===== config.mk =====
export PLATFORM = sky130hd
export DESIGN_NAME = fetch_stage
export DESIGN_NICKNAME = d
export VERILOG_FILES = /design/src/rtl/fetch_stage.sv
export SDC_FILE = /design/constraint.sdc
export NUM_CORES = 1
export LEC_CHECK = 0
export BUFFER_PORTS_ARGS = -buffer_cell sky130_fd_sc_hd__buf_4
export CORE_UTILIZATION = 55
export CTS_BUF_LIST = sky130_fd_sc_hd__clkbuf_4 sky130_fd_sc_hd__clkbuf_8
export CTS_CLUSTER_SIZE = 12
export DETAILED_ROUTE_END_ITERATION = 10
export HOLD_SLACK_MARGIN = 0.08
export PLACE_DENSITY_LB_ADDON = 0.25
export SLEW_MARGIN = 10
export SYNTH_ARGS = -nofsm -noshare
export SYNTH_HDL_FRONTEND = slang
export SYNTH_SLANG_ARGS = --single-unit

===== constraint.sdc =====
create_clock -name clk -period 5.4 [get_ports clk]
set_clock_uncertainty 0.05 [all_clocks]
set_input_delay 0.81 -clock clk [delete_from_list [all_inputs] [get_ports clk]]
set_output_delay 0.81 -clock clk [all_outputs]
set_load 0.01 [all_outputs]

===== src/rtl/fetch_stage.sv =====
// Instruction-fetch stage with IF/ID register, variable-latency imem handshake and decode redirects.
// Optional perf counters enabled by defining FETCH_PERF_CNT_EN.
module fetch_stage #(
    parameter logic [31:0] RESET_PC  = 32'h0000_0000,
    parameter logic [31:0] NOP_INSTR = 32'h0000_0000
) (
    input  logic        clk,
    input  logic        rst_n,
    input  logic        StallF,
    input  logic        StallD,
    input  logic        PCSrcD,
    input  logic        JumpD,
    input  logic [31:0] PCBranchD,
    input  logic [31:0] PCJumpD,
    output logic        ImemReq,
    output logic [31:0] ImemAddr,
    input  logic [31:0] ImemRdata,
    input  logic        ImemReady,
    output logic [31:0] PCF,
    output logic [31:0] InstrD,
    output logic [31:0] PCPlus4D,
    output logic        ValidD,
    output logic        FetchBusy,
    output logic [31:0] RedirectCount,
    output logic [31:0] ImemWaitCount
);
    typedef enum logic [1:0] {IDLE, FETCH, HOLD} state_t;

    state_t      state, state_nxt;
    logic        squash;
    logic [31:0] redir_pc;
    logic [31:0] buf_word;
    logic        redir;
    logic [31:0] redir_tgt;
    logic [31:0] pc_plus4;
    logic        stall_any;
    logic        deliver_fetch;
    logic        hold_exit;

    assign redir         = (PCSrcD || JumpD) && !StallD;
    assign redir_tgt     = (PCSrcD ? PCBranchD : PCJumpD) & 32'hFFFF_FFFC;
    assign pc_plus4      = PCF + 32'd4;
    assign stall_any     = StallF || StallD;
    assign deliver_fetch = (state == FETCH) && ImemReady && !squash && !redir && !stall_any;
    assign hold_exit     = (state == HOLD) && !redir && !stall_any;
    assign ImemAddr      = PCF;

    always_ff @(posedge clk or negedge rst_n) begin
        if (!rst_n) state <= IDLE;
        else        state <= state_nxt;
    end

    always_comb begin
        state_nxt = state;
        case (state)
            IDLE:  state_nxt = FETCH;
            FETCH: if (ImemReady && !squash && !redir && stall_any) state_nxt = HOLD;
            HOLD:  if (redir || !stall_any) state_nxt = FETCH;
            default: state_nxt = IDLE;
        endcase
    end

    always_comb begin
        ImemReq   = (state == FETCH);
        FetchBusy = (state == FETCH) && !ImemReady;
    end

    // PC only moves on a completed request or on leaving HOLD; an early redirect waits in redir_pc.
    always_ff @(posedge clk or negedge rst_n) begin
        if (!rst_n) begin
            PCF      <= RESET_PC;
            squash   <= 1'b0;
            redir_pc <= RESET_PC;
            buf_word <= NOP_INSTR;
        end else begin
            case (state)
                FETCH: begin
                    if (ImemReady) begin
                        if (redir) begin
                            PCF    <= redir_tgt;
                            squash <= 1'b0;
                        end else if (squash) begin
                            PCF    <= redir_pc;
                            squash <= 1'b0;
                        end else if (stall_any) begin
                            buf_word <= ImemRdata;
                        end else begin
                            PCF <= pc_plus4;
                        end
                    end else if (redir) begin
                        redir_pc <= redir_tgt;
                        squash   <= 1'b1;
                    end
                end
                HOLD: begin
                    if (redir)           PCF <= redir_tgt;
                    else if (!stall_any) PCF <= pc_plus4;
                end
                default: ;
            endcase
        end
    end

    always_ff @(posedge clk or negedge rst_n) begin
        if (!rst_n) begin
            InstrD   <= NOP_INSTR;
            PCPlus4D <= 32'd0;
            ValidD   <= 1'b0;
        end else if (!StallD) begin
            if (deliver_fetch) begin
                InstrD   <= ImemRdata;
                PCPlus4D <= pc_plus4;
                ValidD   <= 1'b1;
            end else if (hold_exit) begin
                InstrD   <= buf_word;
                PCPlus4D <= pc_plus4;
                ValidD   <= 1'b1;
            end else begin
                InstrD   <= NOP_INSTR;
                PCPlus4D <= 32'd0;
                ValidD   <= 1'b0;
            end
        end
    end

`ifdef FETCH_PERF_CNT_EN
    always_ff @(posedge clk or negedge rst_n) begin
        if (!rst_n) begin
            RedirectCount <= 32'd0;
            ImemWaitCount <= 32'd0;
        end else begin
            if (redir)     RedirectCount <= RedirectCount + 32'd1;
            if (FetchBusy) ImemWaitCount <= ImemWaitCount + 32'd1;
        end
    end
`else
    assign RedirectCount = 32'd0;
    assign ImemWaitCount = 32'd0;
`endif

endmodule


==> Yosys cells after proc, flatten, opt, wreduce, memory -nomap -nowiden <==
Cells that the tools add are included.
W data, S select, Z words.
{ "totals": {"ff_bits": 162, "wordCells": 62} }
{ "op_classes": {"n_addsub": 1, "n_bitwise": 3, "eq_ne": 5, "mux": 18, "reduce_logical": 27} }
{ "ops": {"columns": ["cell", "n"], "rows": [
  ["$mux W32", 10],
  ["$pmux W32 S2", 1],
  ["$add A32 B3 Y32 const B", 1],
  ["$logic_and A1 B1 Y1", 11],
  ["$ne A2 B1 Y1 const B", 3],
  ["$pmux W2 S3", 1],
  ["$reduce_and A2 Y1", 3],
  ["$logic_not A1 Y1", 5],
  ["$reduce_and A5 Y1", 1],
  ["$mux W1", 4],
  ["$mux W2", 2],
  ["$reduce_bool A2 Y1", 2],
  ["$logic_or A1 B1 Y1", 3],
  ["$not A1 Y1", 3],
  ["$reduce_and A3 Y1", 1],
  ["$eq A2 B1 Y1 const B", 1],
  ["$eq A2 B2 Y1 const B", 1],
  ["$logic_not A2 Y1", 1]
]} }

==> Depth between registers and ports, before layout <==
Gate-level depths: netlist (run 1).
{ "depth": {"depth_word": 7, "mapped_depth": 8, "mapped_depth_nobuf": 6} }

==> Worst setup path before layout (run 1) <==
No wires, ideal clock.
{ "synth_path": {"path_type": "input -> register", "start": "in PCSrcD", "end": "reg PCF[15] (netlist: ImemAddr[15])", "setup_slack_ns": 2.848, "arrival_ns": 2.367, "setup_ns": 0.135, "stages": 7, "cell_sequence": "clkbuf_1 > buf_1 > buf_2 > mux2i_1 > nor2_1 > a221oi_1 > o21ai_0"} }
{ "synth_between": {"elab_chain_cells": 5} }
{ "synth_lines": {"columns": ["item", "line", "source"], "rows": [
  ["start, declared", "11", "input logic PCSrcD,"],
  ["$logic_or A1 B1 Y1", "40", "assign redir = (PCSrcD || JumpD) && !StallD;"],
  ["$logic_and A1 B1 Y1", "40", null],
  ["$mux W32", "79", "if (redir) begin"],
  ["$mux W32", "78", "if (ImemReady) begin"],
  ["$pmux W32 S2 (*)", "76", "case (state)"],
  ["end signal, assigned", "80", "PCF <= redir_tgt;"],
  ["end signal, assigned", "83", "PCF <= redir_pc;"],
  ["end signal, assigned", "88", "PCF <= pc_plus4;"],
  ["end, declared", "19", "output logic [31:0] PCF,"]
]} }
Every way passes the cells marked *; elsewhere a longest branch is shown, timed or not. The select of a mux whose other input is x is not followed.
A chain may end at the register's enable or synchronous reset.

==> Worst setup path in the final report (run 1) <==
{ "layout_path": {"start": "in StallD", "end": "reg PCF[16] (netlist: ImemAddr[16])"} }
{ "layout_between": {"elab_chain_cells": 6} }
{ "layout_lines": {"columns": ["item", "line", "source"], "rows": [
  ["start, declared", "10", "input logic StallD,"],
  ["$logic_or A1 B1 Y1", "43", "assign stall_any = StallF || StallD;"],
  ["$mux W32 (2 in a row)", null, null],
  ["$mux W32", "79", null],
  ["$mux W32", "78", null],
  ["$pmux W32 S2 (*)", "76", null]
]} }
Marked as above.

==> summary.md, run 1 <==
| Metric | Value |
|---|---|
| Status | finished clean |
| Num CTS Buffers | 17 |
| Largest net degree at the start of global routing | 116 |
| Most common cell after layout, fill and taps aside | buf_4 |
| Post-synth ARST share | 100% |
| Commonest non-fill, non-tap cells in the layout | buf_4 (235), dfrtp_1 (158), nand2_1 (88) |
| Synthesized instance count | 876 |
| Hold_buf cts | 0 |
| EDFF count, synth | 0 |
| FF-to-FF setup slack | 2.56 ns |
| Vias | 6949 |
| Port Buffers | 223 |
| Slew Limit Fails | 0 |
| HP Class | input port to asynchronous set/reset pin |
| Post-synthesis simple-gate area fraction | 11.3% |
| Longest Clk Path Bufs | 2 |
| Sequential Power Share | 44.6% |
| Final #Nets | 1144 |
| CTS H-tree lvls | 4 |
| Post-synthesis xor/xnor area fraction | 2.88% |
| Data arrival, critical path | 3.40 ns |
| Antenna cell count | 0 |
| Fin Setup TNS | 0 ns |
| R2r endpoint | ImemAddr[17] |
| Ys Warns | 0 |
| Placed insts | 1209 |
| Clock slew at reported path FFs | 0.09 ns |
| Final Hold Viols | 0 |
| Post-Syn Area | 0.00850 mm2 |
| Area growth from synthesis to layout | 19.7% |
| Compound-gate portion of the synthesized area | 17.1% |
| DRT Pass-1 Iters | 9 |
| WL final | 21.0 mm |
| # DRC | 0 |
| Startpoint types | input port |
| Setup ws final | 2.33 ns |
| Critical path fanouts, max | 69 |
| Worst Setup End Kind | flip-flop |
| Die W | 126 um |
| CTS tree | built |
| Largest family of logic cells by synthesized area | compound AO/OA/AOI/OAI gates |
| Peak Freq | 0.326 GHz |
| Post-Syn Area per Cell | 9.71 um2 |
| Final period util | 56.9% |
| Leading area contributor after synthesis | dfrtp_1 |
| #FFs+latches synth | 158 |
| Fraction of layout cells with a size suffix above 1 | 30.9% |
| Switching fraction of total power | 36.9% |
| Most area-consuming cells after synthesis | dfrtp_1 (46%), buf_4 (9.0%), o21ai_0 (4.9%), mux2_2 (4.2%), nand2_1 (3.9%) |
| Total global-route track usage | 26.8% |
| Cell Count, Final, Fillers Out | 1241 |
| Worst Path Required | 5.73 ns |
| Worst-case reg-to-reg path depth | 6 |
| Core ar. | 0.0151 mm2 |
| Final GP Congestion | 0.910 |
| Adder-Cell Fraction of Synth Area | 0.147% |
| Dpl hpwl | 14.6 mm |
| Placement Setup Slack | 1.82 ns |
| Grt ovf | 0 |
| Post-CTS resize count | 0 |
| Die ar. | 0.0160 mm2 |
| Starting density of the core | 56.2% |
| Clock root buffer | clkbuf_8 |
| Post-synth cell types | 62 |
| Vias in the first global route | 6188 |
| Post-DR vias/cell | 5.60 |
| # setup viols final | 0 |
| Leakage | 0.00506 uW |
| Post-synth top area share | 46.5% |
| Number of DRC markers in iteration 0 | 725 |
| Crit Path Category | input port to flip-flop |
| PwrDens | 427 mW/mm2 |
| Initial antenna violation count | 0 |
| Min cycle time layout | 3.07 ns |
| VDD IR-drop max | 259 uV |
| # Max-Cap Violations | 0 |
| Sink Count | 158 |
| Setup bufs post-CTS | 0 |
| Sequential area share after synthesis | 46.5% |
| Row Count | 45 |
| Boundary Pins | 298 |
| Wire per inst | 16.9 um |
| Post-layout util | 67.2% |
| P_sw | 1600 uW |
| Mux contribution to synthesized area | 7.89% |
| Die Y | 126 um |
| Layout filler cell count | 1298 |
| Ys flop type | dfrtp_1 |
| Post-route antenna net violation count | 0 |
| Gate power share | 33.6% |
| R2R Path Start | state[1] |
| Clock Power Share | 21.8% |
| Global-route wire length before repair | 33.1 mm |
| Worst slew pin tran | 1.07 ns |
| Worst-Skew Late Latency | 0.45 ns |
| Max-slew headroom | 28.6% |
| Int Pwr | 2740 uW |
| RSZ-0062 raised after global routing | no |
## power groups by stage
stage	Combinational [uW]	Clock (uW)	Sequential [uW]
CTS	1460	962	1930
finish	1460	947	1940
floorplan	1060	0	1860
global placement	1430	0	1930
detailed placement	1450	0	1950
global route	1610	1010	1990
## how the worst max path moves through the flow
stage | from | to | slack, ns | cells after the start
after detailed placement | StallD | ImemAddr[16] | 1.82 | 9
after CTS | StallD | ImemAddr[16] | 2.31 | 9
after global routing | StallD | ImemAddr[16] | 2.03 | 9
final | StallD | ImemAddr[16] | 2.33 | 9
after floorplan | PCSrcD | ImemAddr[15] | 2.85 | 7
after global placement | StallD | ImemAddr[13] | 1.85 | 9
## stage by stage
step | hold WS (ns) | total power [uW] | cell area, um2
3_3_place_gp | 0.411 | 3360 | 9750
2_1_floorplan | 0.400 | 2910 | 8760
6_report | 0.411 | 4340 | 10200
3_5_place_dp | 0.420 | 3410 | 9750
4_1_cts | 0.439 | 4350 | 10200
5_1_grt | 0.455 | 4620 | 10200
## kinds of logic (layout without fill, tap and decap cells)
| kind of cell | Yosys count | in the layout |
|---|---|---|
| AOI/OAI and AO/OA | 219 | 219 |
| and+or+nand+nor | 203 | 203 |
| buffers and inverters | 203 | 311 |
| DFF | 158 | 158 |
| muxes | 63 | 63 |
| xor gates and xnor gates | 28 | 28 |
| adders and majority gates | 1 | 1 |
| other | 1 | 70 |
## routing by layer
metal  vias up  routed length (um)  GRT usage [%]
met5         -                   0              0
li1       3276                   -              -
met4         0                 364           8.08
met1      3290                9590           39.7
met2       349                9380           39.5
met3        34                1680           5.95
## cell type report
| cell class | instances | area [um2] | area share (%) |
|---|---|---|---|
| clock buffers | 18 | 241 | 2.37 |
| clock inverters | 14 | 183 | 1.79 |
| inverters | 43 | 161 | 1.59 |
| multi-input cells | 584 | 3630 | 35.6 |
| flip-flops and latches | 158 | 3950 | 38.8 |
| well taps | 188 | 235 | 2.31 |
| repair buffers | 236 | 1780 | 17.4 |
## synth_stat cells (3+ instances only)
library cell and n:
mux2i_1 31, a222oi_1 32, nand3_1 11, nor4_1 10, clkbuf_2 3, o31a_1 3
o221ai_1 3, buf_1 7, o31ai_1 8, or4_1 3, xor2_1 6, a211oi_1 3
nand4_1 13, xnor2_1 22, a31o_2 4, o211ai_1 3, buf_4 102, or2_2 4
inv_1 43, o2bb2ai_1 7, nor2_1 43, a21oi_1 35, nor3_1 11, clkbuf_1 40
nor2b_1 3, nand2_1 88, dfrtp_1 158, o21a_1 4, buf_2 3, a22o_1 7
o22ai_1 7, o21ai_0 84, a211o_1 3, a31oi_1 5, mux2_2 32, clkbuf_8 4
## flip-flops by register name, summed over array words and instances (netlist names)
| name | flops |
|---|---|
| ImemAddr | 30 |
| InstrD | 32 |
| PCPlus4D | 30 |
| ValidD | 1 |
| buf_word | 32 |
| redir_pc | 30 |
| squash | 1 |
| state | 2 |
## critical path: stages
cell,delay [ns]
buf_4,0.53
o21bai_2,0.24
buf_4,0.38
o21ai_0,0.16
buf_4,0.21
o21ai_0,0.59
buf_4,0.26
a21oi_1,0.05
o22ai_1,0.15
(Power assumes the default switching activity.)
==> inputs of run 2 (changes only) <==
--- a/config.mk
+++ b/config.mk
@@ -6,7 +6,7 @@
 export NUM_CORES = 1
 export LEC_CHECK = 0
 export BUFFER_PORTS_ARGS = -buffer_cell sky130_fd_sc_hd__buf_4
-export CORE_UTILIZATION = 55
+export CORE_UTILIZATION = 47
 export CTS_BUF_LIST = sky130_fd_sc_hd__clkbuf_4 sky130_fd_sc_hd__clkbuf_8
 export CTS_CLUSTER_SIZE = 12
 export DETAILED_ROUTE_END_ITERATION = 10
==> constraint.sdc (replaced) <==
create_clock -name clk -period 2.7 [get_ports clk]
set_clock_uncertainty 0.05 [all_clocks]
set_input_delay 0.405 -clock clk [delete_from_list [all_inputs] [get_ports clk]]
set_output_delay 0.405 -clock clk [all_outputs]
set_load 0.01 [all_outputs]
==> summary.md, run 2 (synthesis gave the netlist of run 1 again) <==
| Metric | Value |
|---|---|
| Dpl hpwl | 16.4 mm (+12%) |
| Most common cell after layout, fill and taps aside | buf_4 |
| Row Count | 48 (+6.7%) |
| Worst Path Required | 2.98 ns (-2.75 ns) |
| Sink Count | 158 (unchanged) |
| VDD IR-drop max | 428 uV (+65%) |
| Clock slew at reported path FFs | 0.09 ns (about the same) |
| Grt ovf | 0 (unchanged) |
| Commonest non-fill, non-tap cells in the layout | buf_4 (265), dfrtp_1 (158), nand2_1 (88) |
| Slowest stage delay, CP | 0.55 ns (-0.04 ns) |
| Leakage | 0.00527 uW (+4.2%) |
| Min-Delay Endpoint | InstrD[21] |
| Crit path from | ImemAddr[3] |
| Crit Path Category | flip-flop to flip-flop |
| Setup bufs post-CTS | 0 (unchanged) |
| Antenna cell count | 0 (unchanged) |
| Hold wc startpoint | ImemRdata[21] |
| Final #Nets | 1183 (+3.4%) |
| DRT Pass-1 Iters | 10 (+1) |
| Worst Setup End Kind | flip-flop |
| Peak Freq | 0.397 GHz |
| Core ar. | 0.0175 mm2 (+15%) |
| Status | finished clean |
| Fraction of layout cells with a size suffix above 1 | 32.7% (+1.8 points) |
| Port Buffers | 223 (unchanged) |
| Slew Limit Fails | 0 (unchanged) |
| R2r endpoint | PCPlus4D[30] |
| Startpoint types | flip-flop |
| Critical path fanouts, max | 9 (-87%) |
| Post-route antenna net violation count | 0 (unchanged) |
| Boundary Pins | 298 (unchanged) |
| Clock root buffer | clkbuf_8 |
| WP buf/inv | 0 (-4) |
| Hold Path Stages | 3 |
| HP Class | input port to flip-flop |
| Post-layout util | 60.5% (-6.7 points) |
| CTS tree | built |
| Die Y | 137 um (+8.0%) |
| Largest net degree at the start of global routing | 61 (-47%) |
| Top Registers | InstrD: 32 flops, buf_word: 32 flops |
| Wire per inst | 17.1 um (+1.0%) |
| Post-DR vias/cell | 5.41 (-3.4%) |
| Max-slew headroom | 47.8% (+19 points) |
| Number of DRC markers in iteration 0 | 656 (-9.5%) |
| RSZ-0062 raised after global routing | no |
| # Max-Cap Violations | 0 (unchanged) |
| Placement Setup Slack | 0.198 ns (-1.63 ns) |
| DP Area | 0.0101 mm2 (+3.2%) |
| Delay-heaviest family, CP | simple AND/OR/NAND/NOR gates |
| Vias | 7123 (+2.5%) |
| Longest Clk Path Bufs | 2 (unchanged) |
| Final GP Congestion | 0.922 (+1.3%) |
| Hold_buf cts | 7 (+7) |
| Crit-path cells | ha_1, nand4_2, or4_4, or3_2, xor2_1, o21ai_0 |
| Global-route wire length before repair | 35.1 mm (+6.1%) |
| Worst-case reg-to-reg path depth | 6 (unchanged) |
| CTS H-tree lvls | 4 (unchanged) |
| Post-route cell area | 0.0106 mm2 (+4.0%) |
| WL final | 22.5 mm (+7.2%) |
| Die ar. | 0.0186 mm2 (+17%) |
| R2R Path Start | ImemAddr[3] |
| Total global-route track usage | 24.8% (-2.0 points) |
| Data arrival, critical path | 2.80 ns (-0.60 ns) |
| FF-to-FF setup slack | 0.18 ns (-2.38 ns) |
| Final Hold Viols | 0 (unchanged) |
| Setup ws final | 0.180 ns (-2.15 ns) |
| Vias in the first global route | 6440 (+4.1%) |
| Post-CTS resize count | 0 (unchanged) |
| # DRC | 0 (unchanged) |
| Final period util | 93.3% |
| PwrDens | 849 mW/mm2 (+99%) |
| Initial antenna violation count | 0 (unchanged) |
| Min cycle time layout | 2.52 ns |
| Die W | 137 um (+8.0%) |
| # setup viols final | 0 (unchanged) |
| Slowest cell on the critical path | or3_2 |
| Worst-Skew Late Latency | 0.46 ns (about the same) |
| Starting density of the core | 48.7% (-7.5 points) |
| Area growth from synthesis to layout | 24.4% |
| Num CTS Buffers | 17 (unchanged) |
| Fin Setup TNS | 0 ns (unchanged) |
| Worst slew pin tran | 0.782 ns (-0.289 ns) |
==> run 2: cell count changes in the layout (fill, tap and decap cells not counted), sizes merged <==
cell and delta:
dlygate4sd3 +7, buf +32, clkbuf +1, bufinv +1, clkinvlp -1, inv -6, clkinv +5
==> run 2: stage by stage <==
step           total power [uW]  hold WS [ns]  cells
2_1_floorplan              5830        0.0594    945
3_3_place_gp               6950         0.367   1278
3_5_place_dp               7060         0.372   1278
4_1_cts                    9020        0.0809   1317
5_1_grt                    9550         0.100   1317
6_report                   8980         0.109   1317
==> run 2: worst max-delay path by stage <==
| stage | slack [ns] | cells past startpoint | to |
|---|---|---|---|
| after CTS | 0.19 | 6 | PCPlus4D[30] |
| after global routing | 0.08 | 6 | ImemAddr[30] |
| after global placement | 0.24 | 6 | PCPlus4D[30] |
| final | 0.18 | 6 | PCPlus4D[30] |
| after floorplan | 0.26 | 7 | ImemAddr[28] |
| after detailed placement | 0.20 | 6 | PCPlus4D[30] |
==> run 2: report_power, final <==
part           internal (uW)  switching, uW
clock network           1050            899
registers               3080            618
logic                   1620           1720
==> run 2: final cells by class <==
| cell class | count | area, um2 |
|---|---|---|
| clock buffer | 19 | 255 |
| clock inverter | 13 | 190 |
| fill | 1541 | 6900 |
| inverter | 43 | 161 |
| multi-input combinational | 584 | 3630 |
| sequential | 158 | 3950 |
| tap | 225 | 282 |
| timing repair buffer | 275 | 2110 |
==> run 2: routing by layer <==
layer,global-route usage (%),vias up,part of all wire [%]
met5,0,-,0
met4,8.15,0,1.7
met3,3.78,28,7.0
met2,36.9,339,46
met1,36.8,3416,45
li1,-,3340,-
==> run 2: worst register-to-register path, stage by stage (launching register included) <==
cell and delay (ns):
dfrtp_1 0.49, ha_1 0.24, nand4_2 0.18, or4_4 0.54, or3_2 0.55, xor2_1 0.24, o21ai_0 0.11
==> inputs of run 3 (changes only) <==
--- a/config.mk
+++ b/config.mk
@@ -6,6 +6,7 @@
 export NUM_CORES = 1
 export LEC_CHECK = 0
 export BUFFER_PORTS_ARGS = -buffer_cell sky130_fd_sc_hd__buf_4
+export CORE_MARGIN = 2
 export CORE_UTILIZATION = 47
 export CTS_BUF_LIST = sky130_fd_sc_hd__clkbuf_4 sky130_fd_sc_hd__clkbuf_8
 export CTS_CLUSTER_SIZE = 12
==> summary.md, run 3 (synthesis gave the netlist of run 1 again) <==
| Metric | Value |
|---|---|
| VDD IR-drop max | 409 uV (-4.4%) |
| Fin Setup TNS | 0 ns (unchanged) |
| Num CTS Buffers | 17 (unchanged) |
| Register cell area after layout | 0.00395 mm2 (unchanged) |
| WL final | 22.9 mm (+1.5%) |
| Sink Count | 158 (unchanged) |
| Number of DRC markers in iteration 0 | 694 (+5.8%) |
| Status | finished clean |
| Clock slew at reported path FFs | 0.09 ns (about the same) |
| Top Registers | InstrD: 32 flops, buf_word: 32 flops |
| Hold wc startpoint | ImemRdata[27] |
| Max-slew headroom | 58.1% (+10 points) |
| Commonest non-fill, non-tap cells in the layout | buf_4 (264), dfrtp_1 (158), nand2_1 (88) |
| Min cycle time layout | 2.41 ns (-0.114 ns) |
| Hold Path Stages | 3 (unchanged) |
| Dpl hpwl | 16.5 mm (+0.77%) |
| Worst Path Required | 2.98 ns (about the same) |
| Worst Setup End Kind | flip-flop |
| RSZ-0062 raised after global routing | no |
| Worst-Skew Late Latency | 0.45 ns (about the same) |
| Die W | 139 um (+1.5%) |
| Worst slew pin tran | 0.620 ns (-0.163 ns) |
| Longest Clk Path Bufs | 2 (unchanged) |
| Vias | 7045 (-1.1%) |
| Vias in the first global route | 6438 (-0.031%) |
| Post-DR vias/cell | 5.36 (-0.87%) |
| Antenna cell count | 0 (unchanged) |
| Multi-input gate area | 0.00363 mm2 (unchanged) |
| Startpoint types | flip-flop |
| Worst-case reg-to-reg path depth | 6 (unchanged) |
| Leakage | 0.00523 uW (-0.91%) |
| Total global-route track usage | 23.2% (-1.6 points) |
| Slew Limit Fails | 0 (unchanged) |
| Peak Freq | 0.416 GHz (+4.8%) |
| Global-route wire length before repair | 35.6 mm (+1.2%) |
| CTS tree | built |
| Final total power | 8840 uW (-1.6%) |
| Port Buffers | 223 (unchanged) |
| # Max-Cap Violations | 0 (unchanged) |
| CTS H-tree lvls | 4 (unchanged) |
| HP Class | input port to flip-flop |
| DRT Pass-1 Iters | 9 (-1) |
| R2r endpoint | ImemAddr[30] |
| Wire per inst | 17.4 um (+1.7%) |
| R2R Path Start | ImemAddr[3] |
| Post-CTS resize count | 0 (unchanged) |
| Fraction of layout cells with a size suffix above 1 | 32.8% (+0.12 points) |
| Grt ovf | 0 (unchanged) |
| Boundary Pins | 298 (unchanged) |
| Initial antenna violation count | 0 (unchanged) |
| Final period util | 89.1% (-4.2 points) |
| Largest net degree at the start of global routing | 61 (unchanged) |
| Area growth from synthesis to layout | 23.3% |
| Crit Path Category | flip-flop to flip-flop |
| Data arrival, critical path | 2.68 ns (-0.12 ns) |
| Die Y | 139 um (+1.5%) |
| Clock root buffer | clkbuf_8 |
| Core ar. | 0.0178 mm2 (+2.1%) |
| Min-Delay Endpoint | InstrD[27] |
| PwrDens | 843 mW/mm2 (-0.67%) |
| # setup viols final | 0 (unchanged) |
| Final #Nets | 1176 (-0.59%) |
| # DRC | 0 (unchanged) |
| Final Hold Viols | 0 (unchanged) |
| Starting density of the core | 47.7% (-0.99 points) |
| Post-route antenna net violation count | 0 (unchanged) |
| Most common cell after layout, fill and taps aside | buf_4 |
| Layout filler cell count | 1570 (+1.9%) |
| Final GP Congestion | 0.887 (-3.8%) |
| FF-to-FF setup slack | 0.29 ns (+0.11 ns) |
| Row Count | 49 (+2.1%) |
| Critical path fanouts, max | 9 (unchanged) |
| Die ar. | 0.0192 mm2 (+3.0%) |
[run 3: power breakdown]
group          switching (uW)  leakage, uW  internal (uW)
clock network             914     0.000206            901
registers                 644      0.00204           3080
logic                    1700      0.00298           1600
[run 3: worst max path at each step]
| stage | from | to | slack [ns] | cells after the start |
|---|---|---|---|---|
| after global placement | ImemAddr[3] | ImemAddr[30] | 0.33 | 6 |
| after detailed placement | ImemAddr[3] | ImemAddr[30] | 0.31 | 6 |
| after CTS | ImemAddr[3] | ImemAddr[30] | 0.29 | 6 |
| after floorplan | ImemAddr[2] | ImemAddr[28] | 0.26 | 7 |
| final | ImemAddr[3] | ImemAddr[30] | 0.29 | 6 |
| after global routing | ImemAddr[3] | PCPlus4D[30] | 0.17 | 6 |
[run 3: worst max-delay path, cell delays in order (launching register included)]
cell and delay (ns):
dfrtp_1 0.45, ha_1 0.22, nand4_2 0.17, or4_4 0.54, or3_2 0.55, o211ai_1 0.19
o311ai_1 0.12
[run 3: per-layer routing]
metal,routed length (um),up-vias,GRT usage (%),share of wire [%]
met5,0,-,0,0
met4,322,0,6.18,1.4
met3,1750,27,4.85,7.7
met2,10500,344,35.1,46
met1,10200,3340,34.2,45
li1,-,3334,-,-
[run 3: layout make-up]
class                           count  share of cell area (%)
Sequential cell                   158                    37.7
Inverter                           43                    1.54
Timing Repair Buffer              268                    19.5
Clock inverter                     12                    1.28
Clock buffer                       20                    2.63
Multi-Input combinational cell    584                    34.6
Tap cell                          229                    2.73
[run 3: through the flow]
stage	area, um2	util (%)	hold WS, ns	instances	worst slack [ns]
6_report	10500	58.8	0.118	1314	0.295
5_1_grt	10500	58.8	0.0945	1314	0.173
4_1_cts	10500	58.8	0.0940	1314	0.291
3_5_place_dp	10100	56.4	0.328	1281	0.312
3_3_place_gp	10100	56.4	0.320	1281	0.328
2_1_floorplan	8760	-	0.0594	945	0.263
[run 3: repair_timing]
item | 4_1_cts | 5_1_grt
setup buffers | 0 | 0
hold endpoints to repair | 45 | 0
hold buffers | 1 | 0
